[src/rtl/snake_pkg.sv]
// Shared colours and FSM state encoding for the snake frame builder.
// Optional score pixel is enabled with SCORE_OVERLAY_EN.
package snake_pkg;

  localparam logic [23:0] BG_COLOR    = 24'h000000;
  localparam logic [23:0] FOOD_COLOR  = 24'h001100;
  localparam logic [23:0] BODY_COLOR  = 24'h110000;
  localparam logic [23:0] HEAD_COLOR  = 24'h111100;
  localparam logic [23:0] SCORE_COLOR = 24'h000011;

  typedef enum logic [2:0] {
    IDLE,
    CLEAR,
    SCORE,
    FOOD,
    BODY,
    SWAP
  } state_e;

endpackage

[src/rtl/snake_frame_builder_if.sv]
// Game/serialiser-side bundle of the snake frame builder.
// score_position exists only when SCORE_OVERLAY_EN is defined.
interface snake_frame_builder_if #(
  parameter int MAX_LEN = 8,
  parameter int IDX_W   = 6,
  parameter int LEN_W   = $clog2(MAX_LEN + 1)
);
  logic                     frame_req;
  logic [LEN_W-1:0]         snake_len;
  logic [MAX_LEN*IDX_W-1:0] index_data;
  logic [IDX_W-1:0]         food_pos;
  logic                     food_valid;
`ifdef SCORE_OVERLAY_EN
  logic [IDX_W-1:0]         score_position;
`endif
  logic [IDX_W:0]           cnt_pixel;
  logic [4:0]               cnt_bit;
  logic                     busy;
  logic                     frame_done;
  logic                     ser_bit;

  modport master (
`ifdef SCORE_OVERLAY_EN
    output score_position,
`endif
    output frame_req, snake_len, index_data, food_pos, food_valid,
    output cnt_pixel, cnt_bit,
    input  busy, frame_done, ser_bit
  );

  modport slave (
`ifdef SCORE_OVERLAY_EN
    input  score_position,
`endif
    input  frame_req, snake_len, index_data, food_pos, food_valid,
    input  cnt_pixel, cnt_bit,
    output busy, frame_done, ser_bit
  );
endinterface

[src/rtl/snake_pix_buf.sv]
// Double-buffered pixel store: writes go to the back bank, reads
// come combinationally from the front bank selected by sel.
module snake_pix_buf #(
  parameter int N_PIX   = 64,
  parameter int AW      = 6,
  parameter int COLOR_W = 24
) (
  input  logic               clk,
  input  logic               rst_n,
  input  logic               sel,
  input  logic               we,
  input  logic [AW-1:0]      waddr,
  input  logic [COLOR_W-1:0] wdata,
  input  logic [AW-1:0]      raddr,
  output logic [COLOR_W-1:0] rdata
);

  logic [COLOR_W-1:0] bank_q [2][N_PIX];
  logic [COLOR_W-1:0] bank_d [2][N_PIX];

  // Next-state of both banks: single write into the back bank
  always_comb begin
    bank_d = bank_q;
    if (we) bank_d[~sel][waddr] = wdata;
  end

  // Bank storage, cleared on reset so the serial output reads dark
  always_ff @(posedge clk or negedge rst_n) begin
    if (!rst_n) begin
      for (int unsigned b = 0; b < 2; b++)
        for (int unsigned p = 0; p < N_PIX; p++)
          bank_q[b][p] <= '0;
    end else begin
      bank_q <= bank_d;
    end
  end

  // Front-bank read port
  always_comb rdata = bank_q[sel][raddr];

endmodule

[src/rtl/snake_frame_builder.sv]
// Composes one snake frame into the back buffer on request and serves
// the front buffer bit-by-bit to the LED serialiser.
// SCORE_OVERLAY_EN adds a one-cycle SCORE pixel write after CLEAR.
module snake_frame_builder
  import snake_pkg::*;
#(
  parameter int GRID_W  = 8,
  parameter int GRID_H  = 8,
  parameter int MAX_LEN = 8,
  parameter int IDX_W   = 6,
  parameter int COLOR_W = 24
) (
  input logic                 sys_clk,
  input logic                 sys_rst_n,
  snake_frame_builder_if.slave sif
);

  localparam int N_PIX = GRID_W * GRID_H;
  localparam int LEN_W = $clog2(MAX_LEN + 1);
  localparam int BIT_W = $clog2(COLOR_W);

  state_e                   state_q, state_d;
  logic [IDX_W-1:0]         clr_q, clr_d;
  logic [LEN_W-1:0]         seg_q, seg_d;
  logic [LEN_W-1:0]         len_q, len_d;
  logic [MAX_LEN*IDX_W-1:0] idx_q, idx_d;
  logic [IDX_W-1:0]         food_q, food_d;
  logic                     fv_q, fv_d;
  logic                     sel_q, sel_d;
  logic                     done_q, done_d;
`ifdef SCORE_OVERLAY_EN
  logic [IDX_W-1:0]         score_q, score_d;
`endif

  logic                     wr_en;
  logic [IDX_W-1:0]         wr_addr;
  logic [COLOR_W-1:0]       wr_data;
  logic [IDX_W-1:0]         seg_idx;
  logic [IDX_W-1:0]         rd_addr;
  logic [COLOR_W-1:0]       rd_word;
  logic                     rd_ok;
  logic [BIT_W-1:0]         bit_sel;

  // Pixel index of the segment currently being drawn (head in top bits)
  always_comb seg_idx = idx_q[(MAX_LEN - 1 - int'(seg_q)) * IDX_W +: IDX_W];

  // Next-state, snapshot and back-buffer write generation
  always_comb begin
    state_d = state_q;
    clr_d   = clr_q;
    seg_d   = seg_q;
    len_d   = len_q;
    idx_d   = idx_q;
    food_d  = food_q;
    fv_d    = fv_q;
    sel_d   = sel_q;
    done_d  = 1'b0;
`ifdef SCORE_OVERLAY_EN
    score_d = score_q;
`endif
    wr_en   = 1'b0;
    wr_addr = clr_q;
    wr_data = COLOR_W'(BG_COLOR);
    case (state_q)
      IDLE: begin
        if (sif.frame_req) begin
          len_d  = (int'(sif.snake_len) > MAX_LEN) ? LEN_W'(MAX_LEN) : sif.snake_len;
          idx_d  = sif.index_data;
          food_d = sif.food_pos;
          fv_d   = sif.food_valid;
`ifdef SCORE_OVERLAY_EN
          score_d = sif.score_position;
`endif
          clr_d   = '0;
          state_d = CLEAR;
        end
      end
      CLEAR: begin
        wr_en = 1'b1;
        clr_d = clr_q + 1'b1;
        if (int'(clr_q) == N_PIX - 1) begin
`ifdef SCORE_OVERLAY_EN
          state_d = SCORE;
`else
          state_d = FOOD;
`endif
        end
      end
`ifdef SCORE_OVERLAY_EN
      SCORE: begin
        wr_en   = int'(score_q) < N_PIX;
        wr_addr = score_q;
        wr_data = COLOR_W'(SCORE_COLOR);
        state_d = FOOD;
      end
`endif
      FOOD: begin
        wr_en   = fv_q && (int'(food_q) < N_PIX);
        wr_addr = food_q;
        wr_data = COLOR_W'(FOOD_COLOR);
        if (len_q == '0) begin
          state_d = SWAP;
        end else begin
          seg_d   = len_q - 1'b1;
          state_d = BODY;
        end
      end
      BODY: begin
        wr_en   = int'(seg_idx) < N_PIX;
        wr_addr = seg_idx;
        wr_data = (seg_q == '0) ? COLOR_W'(HEAD_COLOR) : COLOR_W'(BODY_COLOR);
        if (seg_q == '0) state_d = SWAP;
        else             seg_d   = seg_q - 1'b1;
      end
      SWAP: begin
        // frame_done is registered so its pulse lines up with the new front bank
        sel_d   = ~sel_q;
        done_d  = 1'b1;
        state_d = IDLE;
      end
      default: state_d = IDLE;
    endcase
  end

  // FSM, counters and frame snapshot registers
  always_ff @(posedge sys_clk or negedge sys_rst_n) begin
    if (!sys_rst_n) begin
      state_q <= IDLE;
      clr_q   <= '0;
      seg_q   <= '0;
      len_q   <= '0;
      idx_q   <= '0;
      food_q  <= '0;
      fv_q    <= 1'b0;
      sel_q   <= 1'b0;
      done_q  <= 1'b0;
`ifdef SCORE_OVERLAY_EN
      score_q <= '0;
`endif
    end else begin
      state_q <= state_d;
      clr_q   <= clr_d;
      seg_q   <= seg_d;
      len_q   <= len_d;
      idx_q   <= idx_d;
      food_q  <= food_d;
      fv_q    <= fv_d;
      sel_q   <= sel_d;
      done_q  <= done_d;
`ifdef SCORE_OVERLAY_EN
      score_q <= score_d;
`endif
    end
  end

  snake_pix_buf #(
    .N_PIX   (N_PIX),
    .AW      (IDX_W),
    .COLOR_W (COLOR_W)
  ) u_pix_buf (
    .clk   (sys_clk),
    .rst_n (sys_rst_n),
    .sel   (sel_q),
    .we    (wr_en),
    .waddr (wr_addr),
    .wdata (wr_data),
    .raddr (rd_addr),
    .rdata (rd_word)
  );

  // Serial read: MSB first, dark outside the grid or past the last bit
  always_comb begin
    rd_addr = sif.cnt_pixel[IDX_W-1:0];
    rd_ok   = (int'(sif.cnt_pixel) < N_PIX) && (int'(sif.cnt_bit) < COLOR_W);
    bit_sel = '0;
    if (rd_ok) bit_sel = BIT_W'(COLOR_W - 1 - int'(sif.cnt_bit));
    sif.ser_bit = rd_ok & rd_word[bit_sel];
  end

  assign sif.busy       = (state_q != IDLE);
  assign sif.frame_done = done_q;

endmodule

[src/flat_wrapper.sv]
// flat-port wrapper written by rule: the top's interface ports become plain ports
module snake_frame_builder_flat import snake_pkg::*;
#(
  parameter int GRID_W  = 8,
  parameter int GRID_H  = 8,
  parameter int MAX_LEN = 8,
  parameter int IDX_W   = 6,
  parameter int COLOR_W = 24
)
  (sys_clk, sys_rst_n, sif_frame_req, sif_snake_len, sif_index_data, sif_food_pos, sif_food_valid, sif_cnt_pixel, sif_cnt_bit, sif_busy, sif_frame_done, sif_ser_bit);
  snake_frame_builder_if #(.MAX_LEN(MAX_LEN), .IDX_W(IDX_W)) sif_i ();
  input logic sys_clk;
  input logic sys_rst_n;
  input wire logic [$bits(sif_i.frame_req)-1:0] sif_frame_req;
  input wire logic [$bits(sif_i.snake_len)-1:0] sif_snake_len;
  input wire logic [$bits(sif_i.index_data)-1:0] sif_index_data;
  input wire logic [$bits(sif_i.food_pos)-1:0] sif_food_pos;
  input wire logic [$bits(sif_i.food_valid)-1:0] sif_food_valid;
  input wire logic [$bits(sif_i.cnt_pixel)-1:0] sif_cnt_pixel;
  input wire logic [$bits(sif_i.cnt_bit)-1:0] sif_cnt_bit;
  output wire logic [$bits(sif_i.busy)-1:0] sif_busy;
  output wire logic [$bits(sif_i.frame_done)-1:0] sif_frame_done;
  output wire logic [$bits(sif_i.ser_bit)-1:0] sif_ser_bit;
  assign sif_i.frame_req = sif_frame_req;
  assign sif_i.snake_len = sif_snake_len;
  assign sif_i.index_data = sif_index_data;
  assign sif_i.food_pos = sif_food_pos;
  assign sif_i.food_valid = sif_food_valid;
  assign sif_i.cnt_pixel = sif_cnt_pixel;
  assign sif_i.cnt_bit = sif_cnt_bit;
  assign sif_busy = sif_i.busy;
  assign sif_frame_done = sif_i.frame_done;
  assign sif_ser_bit = sif_i.ser_bit;
  snake_frame_builder #(.GRID_W(GRID_W), .GRID_H(GRID_H), .MAX_LEN(MAX_LEN), .IDX_W(IDX_W), .COLOR_W(COLOR_W)) u_core (.sys_clk(sys_clk), .sys_rst_n(sys_rst_n), .sif(sif_i));
endmodule
[config.mk]
export PLATFORM = sky130hd
export DESIGN_NAME = snake_frame_builder_flat
export DESIGN_NICKNAME = d
export VERILOG_FILES = /design/src/rtl/snake_pkg.sv /design/src/rtl/snake_frame_builder_if.sv /design/src/rtl/snake_pix_buf.sv /design/src/rtl/snake_frame_builder.sv /design/src/flat_wrapper.sv
export SDC_FILE = /design/constraint.sdc
export NUM_CORES = 1
export LEC_CHECK = 0
export ABC_AREA = 1
export CAP_MARGIN = 10
export CELL_PAD_IN_SITES_DETAIL_PLACEMENT = 1
export CELL_PAD_IN_SITES_GLOBAL_PLACEMENT = 1
export CORE_MARGIN = 2
export CORE_UTILIZATION = 35
export CTS_CLUSTER_SIZE = 10
export DETAILED_ROUTE_END_ITERATION = 12
export DONT_BUFFER_PORTS = 1
export PLACE_DENSITY = 0.71
export SKIP_LAST_GASP = 1
export SLEW_MARGIN = 30
export SYNTH_ARGS = -nofsm -noshare
export SYNTH_HDL_FRONTEND = slang
export SYNTH_SLANG_ARGS = --single-unit
export TNS_END_PERCENT = 5
[constraint.sdc]
create_clock -name sys_clk -period 5.3 [get_ports sys_clk]
set_clock_uncertainty 0.05 [all_clocks]
set_input_delay 0.265 -clock sys_clk [delete_from_list [all_inputs] [get_ports sys_clk]]
set_output_delay 0.265 -clock sys_clk [all_outputs]
set_load 0.02 [all_outputs]
==> flow_metrics.py, run 1 <==
metrics = {
    "timing": {
        "max_freq_mhz": 221,
        "hold_violations": 330,
        "hold_ws_ns": -0.633,
        "tightest_slew_ns": 0.949,
        "post-route-period-util_pct": 85.3,
        "finalSetupViolations": 0,
        "finalSetupTns_ns": 0,
        "slew_headroom_pct": 36.6,
        "slew_viol_final": 0,
        "rsz0062_at_grt": "no",
        "period_minus_slack_ns": 4.52,
    },
    "power_and_ir_drop": {
        "power.density_nw_per_um2": 612,
        "peakVddDrop_uv": 355,
        "leakage_nw": 9.71,
    },
    "yosys": {
        "yosys-top-cells-count": "984 x nand2_1, 412 x nand3_1, 330 x dfrtp_1, 195 x nor2_1, 165 x o21ai_0",
        "synth_async_sr_flop_share_pct": 100,
        "synth.mux.area_fraction_pct": 0,
        "synth_seq_cells": 330,
        "synth_top_family_by_area": "simple AND/OR/NAND/NOR gates",
        "ys.flop_type": "dfrtp_1",
        "syn_area_um2": 18400,
        "ys_warn_count": 0,
        "avgSynthCellArea_um2": 7.05,
        "synthTopCellsByArea": "dfrtp_1 45%, nand2_1 20%, nand3_1 11%",
        "synthXorXnorAreaFrac_pct": 0.190,
        "synthAdderAreaFrac_pct": 0.788,
        "synth_top_area_cell": "dfrtp_1",
        "synth_top_area_share_pct": 44.9,
        "ys_types": 35,
        "yosysMostFrequentCell": "nand2_1",
        "synth_compound_area_share_pct": 8.04,
        "synth-seq-area-share_pct": 44.9,
        "syn_inst": 2610,
        "synthSimpleGateAreaFrac_pct": 40.2,
        "synth-edff-count": 0,
        "synth_nets": 2695,
    },
    "global_routing": {
        "grt_pass1_vias": 19377,
        "antenna_found_initial": 0,
        "overflow": 0,
        "grt_use_total_pct": 23.5,
        "grt_max_degree": 331,
        "grt_pass1_wl_um": 103000,
    },
    "setup_path": {
        "crit_slowest_cell": "dfrtp_1",
        "cp-end-kind": "register",
        "cpPeakStageDelay_ns": 0.55,
        "criticalPathCategory": "register to register",
        "path_buf_inv": 3,
        "path_delay_family": "simple AND/OR/NAND/NOR gates",
        "start_kind": "register",
        "crit_fanout": 37,
        "critical_path_required_ns": 5.70,
        "cp.arrival_ns": 4.92,
        "worst_path_most_repeated_cell": "nand2_1",
        "crit_chain": "inv_2, ha_1, fa_1, inv_1, ha_1, nand2_1, nand2_2, buf_4, nand3_1, nand2_1, nor2_1, nor2_1, nand2_1, nand2_1, nand2_1, nand2_1, nand2_1, nand2_1, nand3_2, nor2_1, nand2_1, nand2_1, nand2_1",
    },
    "layout": {
        "fin_nets": 2642,
        "area_delta_synth_final_pct": 12.4,
        "n_antenna_cell": 0,
        "layout-drive-gt1-share_pct": 5.90,
    },
    "die": {
        "die_w_um": 233,
        "dieHeight_um": 233,
        "dieArea_um2": 54500,
        "core_um2": 52200,
        "io_pins": 77,
        "rows": 84,
        "initial_core_util_pct": 35.2,
    },
    "job": {
        "max_cap_viol_count": 0,
    },
    "detailed_routing": {
        "remaining_drc_errors": 0,
        "routedWlPerCell_um": 19.1,
        "drt_iter0_drc": 1274,
        "ant_nets": 0,
        "first_pass_iters": 5,
        "vias": 18091,
        "viasPerCell": 5.54,
        "wl_um": 62500,
    },
    "cts": {
        "cts_buffer_depth": 3,
        "path_clk_slew_ns": 0.06,
        "clk_latency_ns": 0.58,
        "numClockSinks": 330,
        "htree_num_levels": 2,
        "cts_buffers": 41,
        "post_cts_resized": 0,
        "cts_tree": "yes",
        "cts_setup_buffers": 0,
        "root_buffer": "clkbuf_16",
        "postCtsHoldBufs": 63,
    },
    "place": {
        "io_buffers": 0,
        "gp_congestion": 0.822,
        "hpwlAfterDp_um": 37200,
    },
    "run_status": {
        "status": "finished with violations",
        "violations": "hold timing",
    },
    "min_path": {
        "hp-class": "primary input to async pin",
    },
}
## layout by cell type (no fill, tap or decap), types with 2 or more instances in the layout
cell and instances:
o21ai_1 2, nand2_2 4, o2111ai_1 2, buf_4 24, nor2_2 31, clkinv_1 2
xor2_1 3, inv_2 8, nand3_2 8, a21oi_4 2, nand4_1 88, nand3_1 412
or2_2 2, clkbuf_8 9, clkbuf_16 42, o22ai_1 67, nor2_1 187, ha_1 10
clkbuf_1 9, a21oi_2 2, nor3_1 5, a21oi_1 20, dlygate4sd3_1 63, nand2_1 984
dfrtp_1 329, nand3b_1 2, nor2_4 6, o21ai_0 165, inv_1 70, o41ai_2 2
buf_12 4
## per-stage QoR
step / instances / setup slack [ns] / instance area, um2 / utilization, % / power (mW)
2_1_floorplan: 2610 / 1.53 / 18400 / - / 8.01
3_3_place_gp: 3139 / 1.04 / 18800 / 36.0 / 9.67
3_5_place_dp: 3139 / 0.885 / 18800 / 36.0 / 9.86
4_1_cts: 3265 / 0.724 / 20700 / 39.6 / 12.7
5_1_grt: 3265 / 0.395 / 20700 / 39.6 / 13.6
6_report: 3265 / 0.779 / 20700 / 39.6 / 12.7
## power breakdown
part / leakage, nW / switching [mW] / internal, mW
registers: 3.90 / 0.475 / 3.09
logic: 5.19 / 4.76 / 1.65
clock network: 0.613 / 1.13 / 1.57
total: 9.71 / 6.36 / 6.30
## sequential cells by signal (all words and copies together) (netlist names)
register,count
u_core.seg_q,4
u_core.u_pix_buf.bank_q,256
u_core.clr_q,6
u_core.state_q,3
u_core.fv_q,1
u_core.len_q,4
u_core.sel_q,1
u_core.sif.frame_done,1
u_core.food_q,6
u_core.idx_q,48
## cells by family (layout without fill, tap and decap cells)
kind of cell	Yosys count	count (layout)
XOR/XNOR	4	4
AND/OR/NAND/NOR	1730	1730
buffers and inverters	270	237
AO/OA/AOI/OAI	265	265
adder cells (fa/ha/maj)	11	11
flip-flops	330	330
## worst paths after layout
path | startpoint | to | slack [ns] | depth (start not counted)
worst max register to register | u_core.seg_q[3] | u_core.u_pix_buf.bank_q[108] | 0.78 | 23
worst min register to register | u_core.u_pix_buf.bank_q[188] | u_core.u_pix_buf.bank_q[188] | 0.41 | 2
max in group asynchronous | sys_rst_n | u_core.u_pix_buf.bank_q[788] | 5.32 | 0
worst max-delay path | u_core.seg_q[3] | u_core.u_pix_buf.bank_q[108] | 0.78 | 23
worst min-delay path | sys_rst_n | u_core.u_pix_buf.bank_q[2996] | -0.63 | 0
min in group sys_clk | sif_index_data[36] | u_core.idx_q[36] | 0.30 | 3
## layout make-up
| type | instances | area (um2) |
|---|---|---|
| clock buffers | 60 | 1210 |
| fillers | 6441 | 31500 |
| flip-flops and latches | 330 | 8260 |
| clock inverters | 3 | 41.3 |
| inverters | 82 | 315 |
| repair buffers | 92 | 902 |
| well taps | 688 | 861 |
| multi-input cells | 2010 | 9100 |
## routing by layer
layer | share of wire [%] | track usage (%) | up-vias
li1 | - | - | 8500
met1 | 44 | 29.8 | 9123
met2 | 49 | 40.9 | 357
met3 | 3.9 | 2.86 | 111
met4 | 2.9 | 8.28 | 0
met5 | 0 | 0 | -
(Power assumes the default switching activity.)
==> run 2, diff against run 1 <==
--- a/constraint.sdc
+++ b/constraint.sdc
@@ -4,2 +4,2 @@
 set_output_delay 0.265 -clock sys_clk [all_outputs]
-set_load 0.02 [all_outputs]
+set_load 0.1 [all_outputs]
==> flow_metrics.py, run 2 (synthesized netlist as in run 1, its figures left out) <==
metrics = {
    "cts": {
        "postCtsHoldBufs": 72,
        "cts_setup_buffers": 0,
        "root_buffer": "clkbuf_16",
        "cts_buffers": 41,
        "htree_num_levels": 2,
        "numClockSinks": 330,
        "clk_latency_ns": 0.58,
        "cts_tree": "yes",
        "cts_buffer_depth": 3,
        "path_clk_slew_ns": 0.06,
        "post_cts_resized": 0,
    },
    "global_routing": {
        "grt_pass1_wl_um": 103000,
        "overflow": 0,
        "grt_max_degree": 331,
        "grt_pass1_vias": 19168,
        "grt_use_total_pct": 23.5,
        "antenna_found_initial": 1,
    },
    "power_and_ir_drop": {
        "leakage_nw": 9.78,
        "peakVddDrop_uv": 351,
        "total_power_mw": 12.9,
        "power.density_nw_per_um2": 617,
    },
    "layout": {
        "fin_nets": 2660,
        "regMostFlops": "u_core.u_pix_buf.bank_q",
        "area_delta_synth_final_pct": 13.4,
        "stdcell_count": 3287,
        "top_regs": "u_core.u_pix_buf.bank_q x256, u_core.idx_q x48",
        "final_common_cell": "nand2_1",
        "largest_reg_flops": 256,
        "layout-drive-gt1-share_pct": 6.16,
        "mostFrequentLayoutCells": "983 x nand2_1, 412 x nand3_1, 329 x dfrtp_1",
    },
    "die": {
        "core_um2": 52200,
        "dieArea_um2": 54500,
        "die_w_um": 233,
        "dieHeight_um": 233,
        "rows": 84,
        "io_pins": 77,
        "initial_core_util_pct": 35.2,
    },
    "timing": {
        "period_minus_slack_ns": 4.43,
        "tightest_slew_ns": 0.928,
        "finalSetupTns_ns": 0,
        "hold_violations": 330,
        "rsz0062_at_grt": "no",
        "slew_viol_final": 0,
        "setup_slack_ns": 0.868,
        "hold_ws_ns": -0.648,
        "max_freq_mhz": 226,
        "finalSetupViolations": 0,
        "post-route-period-util_pct": 83.6,
        "slew_headroom_pct": 38.2,
    },
    "setup_path": {
        "criticalPathCategory": "register to register",
        "cp.arrival_ns": 4.86,
        "r2r-start": "u_core.seg_q[3]",
        "crit_slowest_cell": "dfrtp_1",
        "critical_path_required_ns": 5.73,
        "path_delay_family": "simple AND/OR/NAND/NOR gates",
        "crit_chain": "inv_2, ha_1, fa_1, inv_1, ha_1, nand2_1, nand2_2, buf_4, nand3_1, nand2_1, nand2_1, nand3_1, nand2_1, nand3_1, nand3_1, nand2_1, nand2_1, inv_1, nand2_1, nor2_2, nand2_1, nand2_1, nand2_1",
        "cpPeakStageDelay_ns": 0.53,
        "reg2reg_to": "u_core.u_pix_buf.bank_q[228]",
        "worstSetupPathDepth": 23,
        "start_kind": "register",
        "worst_path_most_repeated_cell": "nand2_1",
        "rrSetupSlack_ns": 0.87,
        "reg2regPathDepth": 23,
        "crit_path_end": "u_core.u_pix_buf.bank_q[228]",
        "cp-end-kind": "register",
        "path_buf_inv": 4,
        "cp-startpoint": "u_core.seg_q[3]",
        "crit_fanout": 34,
    },
    "detailed_routing": {
        "remaining_drc_errors": 0,
        "vias": 18221,
        "drt_iter0_drc": 1221,
        "first_pass_iters": 5,
        "wl_um": 63000,
        "routedWlPerCell_um": 19.2,
        "ant_nets": 0,
        "viasPerCell": 5.54,
    },
    "job": {
        "max_cap_viol_count": 0,
    },
    "place": {
        "io_buffers": 0,
        "dp.cells": 3147,
        "gp_congestion": 0.823,
        "hpwlAfterDp_um": 37700,
        "dp_slack_ns": 0.911,
    },
    "run_status": {
        "status": "finished with violations",
        "violations": "hold timing",
    },
    "min_path": {
        "hp-class": "primary input to async pin",
    },
}
[run 2: how the worst min path moves through the flow]
stage              start                             to  slack (ns)  depth (start not counted)
6_report       sys_rst_n  u_core.u_pix_buf.bank_q[1412]       -0.65                          0
5_1_grt        sys_rst_n  u_core.u_pix_buf.bank_q[2804]       -0.67                          0
4_1_cts        sys_rst_n  u_core.u_pix_buf.bank_q[1412]       -0.67                          0
3_5_place_dp   sys_rst_n  u_core.u_pix_buf.bank_q[2804]       -0.04                          0
3_3_place_gp   sys_rst_n  u_core.u_pix_buf.bank_q[1268]       -0.04                          0
2_1_floorplan  sys_rst_n                u_core.clr_q[0]       -0.08                          0
[run 2: power breakdown]
group          total [mW]  switching (mW)  leakage (nW)  internal (mW)
sequential           3.58           0.494          3.90           3.09
combinational        6.68            4.87          5.30           1.80
clock                2.62            1.13         0.585           1.49
total                12.9            6.50          9.78           6.38
[run 2: through the flow]
stage / area [um2] / utilization, %
final: 20900 / 40.0
after global routing: 20900 / 40.0
after detailed placement: 18900 / 36.2
after floorplan: 18400 / -
after CTS: 20800 / 39.9
after global placement: 18900 / 36.2
[run 2: layout make-up]
cell class | instances | area (um2)
Antenna cell | 1 | 2.50
Clock buffer | 61 | 1150
Clock inverter | 5 | 51.3
Fill cell | 6404 | 31400
Inverter | 82 | 315
Multi-Input combinational cell | 2010 | 9110
Sequential cell | 330 | 8260
Tap cell | 688 | 861
Timing Repair Buffer | 110 | 1120
[run 2: per-layer routing]
layer / track usage, % / wire length, um / vias up
met5: 0 / 0 / -
met4: 7.66 / 1840 / 0
met3: 3.38 / 2390 / 111
met2: 40.9 / 30800 / 340
met1: 29.8 / 27900 / 9232
li1: - / - / 8538
==> run 3, diff against run 2 <==
Clock period 5.3 ns to 4.5 ns, I/O delays scaled along.
==> flow_metrics.py, run 3 (synthesized netlist as in run 1, its figures left out) <==
metrics = {
    "layout": {
        "area_delta_synth_final_pct": 14.0,
        "mostFrequentLayoutCells": "981 x nand2_1, 412 x nand3_1, 329 x dfrtp_1",
        "regMostFlops": "u_core.u_pix_buf.bank_q",
        "fin_nets": 2662,
        "final_cell_area_um2": 21000,
        "n_antenna_cell": 0,
        "layout-drive-gt1-share_pct": 6.61,
        "stdcell_count": 3289,
        "largest_reg_flops": 256,
        "top_regs": "u_core.u_pix_buf.bank_q x256, u_core.idx_q x48",
        "final_util_pct": 40.2,
        "final_common_cell": "nand2_1",
    },
    "setup_path": {
        "cpPeakStageDelay_ns": 0.36,
        "path_buf_inv": 6,
        "critical_path_required_ns": 4.90,
        "worst_path_most_repeated_cell": "nand2_1",
        "criticalPathCategory": "register to register",
        "crit_slowest_cell": "dfrtp_1",
        "cp-startpoint": "u_core.seg_q[2]",
        "crit_fanout": 48,
        "cp-end-kind": "register",
        "start_kind": "register",
        "path_delay_family": "simple AND/OR/NAND/NOR gates",
        "r2r-start": "u_core.seg_q[2]",
        "cp.arrival_ns": 4.59,
    },
    "timing": {
        "post-route-period-util_pct": 93.2,
        "rsz0062_at_grt": "yes",
        "max_freq_mhz": 238,
        "period_minus_slack_ns": 4.19,
        "slew_viol_final": 0,
        "hold_ws_ns": -0.661,
        "finalSetupTns_ns": 0,
        "finalSetupViolations": 0,
        "hold_violations": 330,
        "slew_headroom_pct": 28.6,
        "tightest_slew_ns": 1.07,
    },
    "detailed_routing": {
        "routedWlPerCell_um": 19.0,
        "wl_um": 62500,
        "first_pass_iters": 7,
        "met1_length_um": 27900,
        "remaining_drc_errors": 0,
        "met3_length_um": 2570,
        "route.met2.wl_um": 30400,
        "vias": 18140,
        "ant_nets": 0,
        "viasPerCell": 5.52,
        "drt_iter0_drc": 1212,
        "dr.max_layer_used": "met4",
    },
    "place": {
        "place_area_um2": 19000,
        "dp.cells": 3148,
        "io_buffers": 0,
        "hpwlAfterDp_um": 37200,
        "gp_congestion": 0.833,
    },
    "global_routing": {
        "antenna_found_initial": 0,
        "grt_pass1_wl_um": 102000,
        "grt_use_total_pct": 23.3,
        "overflow": 0,
        "grt_pass1_vias": 19256,
        "grt_max_degree": 331,
    },
    "min_path": {
        "hp-class": "primary input to async pin",
    },
    "cts": {
        "cts_tree": "yes",
        "postCtsHoldBufs": 72,
        "numClockSinks": 330,
        "clk_latency_ns": 0.57,
        "path_clk_slew_ns": 0.06,
        "cts_buffers": 42,
        "htree_num_levels": 2,
        "root_buffer": "clkbuf_16",
        "cts_buffer_depth": 3,
    },
    "die": {
        "rows": 84,
        "dieHeight_um": 233,
        "core_um2": 52200,
        "dieArea_um2": 54500,
        "die_w_um": 233,
        "initial_core_util_pct": 35.2,
        "io_pins": 77,
    },
    "run_status": {
        "violations": "hold timing",
        "status": "finished with violations",
    },
    "job": {
        "max_cap_viol_count": 0,
    },
    "power_and_ir_drop": {
        "leakage_nw": 9.80,
        "peakVddDrop_uv": 806,
        "power.density_nw_per_um2": 728,
        "total_power_mw": 15.3,
    },
}
## run 3: cell count changes in the layout (fill, tap and decap cells not counted), moves of 3 or more
cell	previous run	this run
nand3_4	1	6
buf_12	6	10
nor2_1	187	181
nor2_2	31	34
nor2_4	6	9
nand3_2	8	3
clkinv_2	2	5
## run 3: final timing paths
check	endpoint	slack [ns]	cells after the start
max reg2reg	u_core.u_pix_buf.bank_q[1188]	0.31	26
max in group asynchronous	u_core.food_q[2]	4.22	0
min reg2reg	u_core.u_pix_buf.bank_q[132]	0.42	2
max	u_core.u_pix_buf.bank_q[1188]	0.31	26
min in group sys_clk	u_core.clr_q[5]	0.07	5
min	u_core.u_pix_buf.bank_q[1452]	-0.66	0
## run 3: timing repair
item / 4_1_cts / 5_1_grt
buffers inserted: 0 / 1
endpoints found under the hold margin: 390 / 330
gates resized for setup: 0 / 20
setup endpoints to repair: 0 / 154
## run 3: metrics by stage
stage | hold WS [ns] | worst slack, ns
2_1_floorplan | -0.121 | 0.729
3_3_place_gp | -0.0830 | 0.444
3_5_place_dp | -0.0842 | 0.262
4_1_cts | -0.691 | 0.173
5_1_grt | -0.686 | -0.0660
6_report | -0.661 | 0.306
## run 3: area by class of cell
| cell class | count | area (um2) |
|---|---|---|
| clock buffer | 61 | 1150 |
| clock inverter | 7 | 71.3 |
| fill | 6455 | 31200 |
| multi-input combinational | 2010 | 9180 |
| tap | 688 | 861 |
| sequential | 330 | 8260 |
| inverter | 82 | 322 |
| timing repair buffer | 111 | 1140 |
## run 3: routing by layer
layer | vias to the layer above | global-route usage [%]
li1 | 8550 | -
met1 | 9128 | 29.9
met2 | 362 | 40.7
met3 | 100 | 2.93
met4 | 0 | 7.11
met5 | - | 0
## run 3: report_power, final
part / internal, mW / switching (mW) / total [mW]
clock: 1.82 / 1.32 / 3.14
sequential: 3.64 / 0.506 / 4.14
combinational: 2.16 / 5.82 / 7.99
total: 7.62 / 7.65 / 15.3
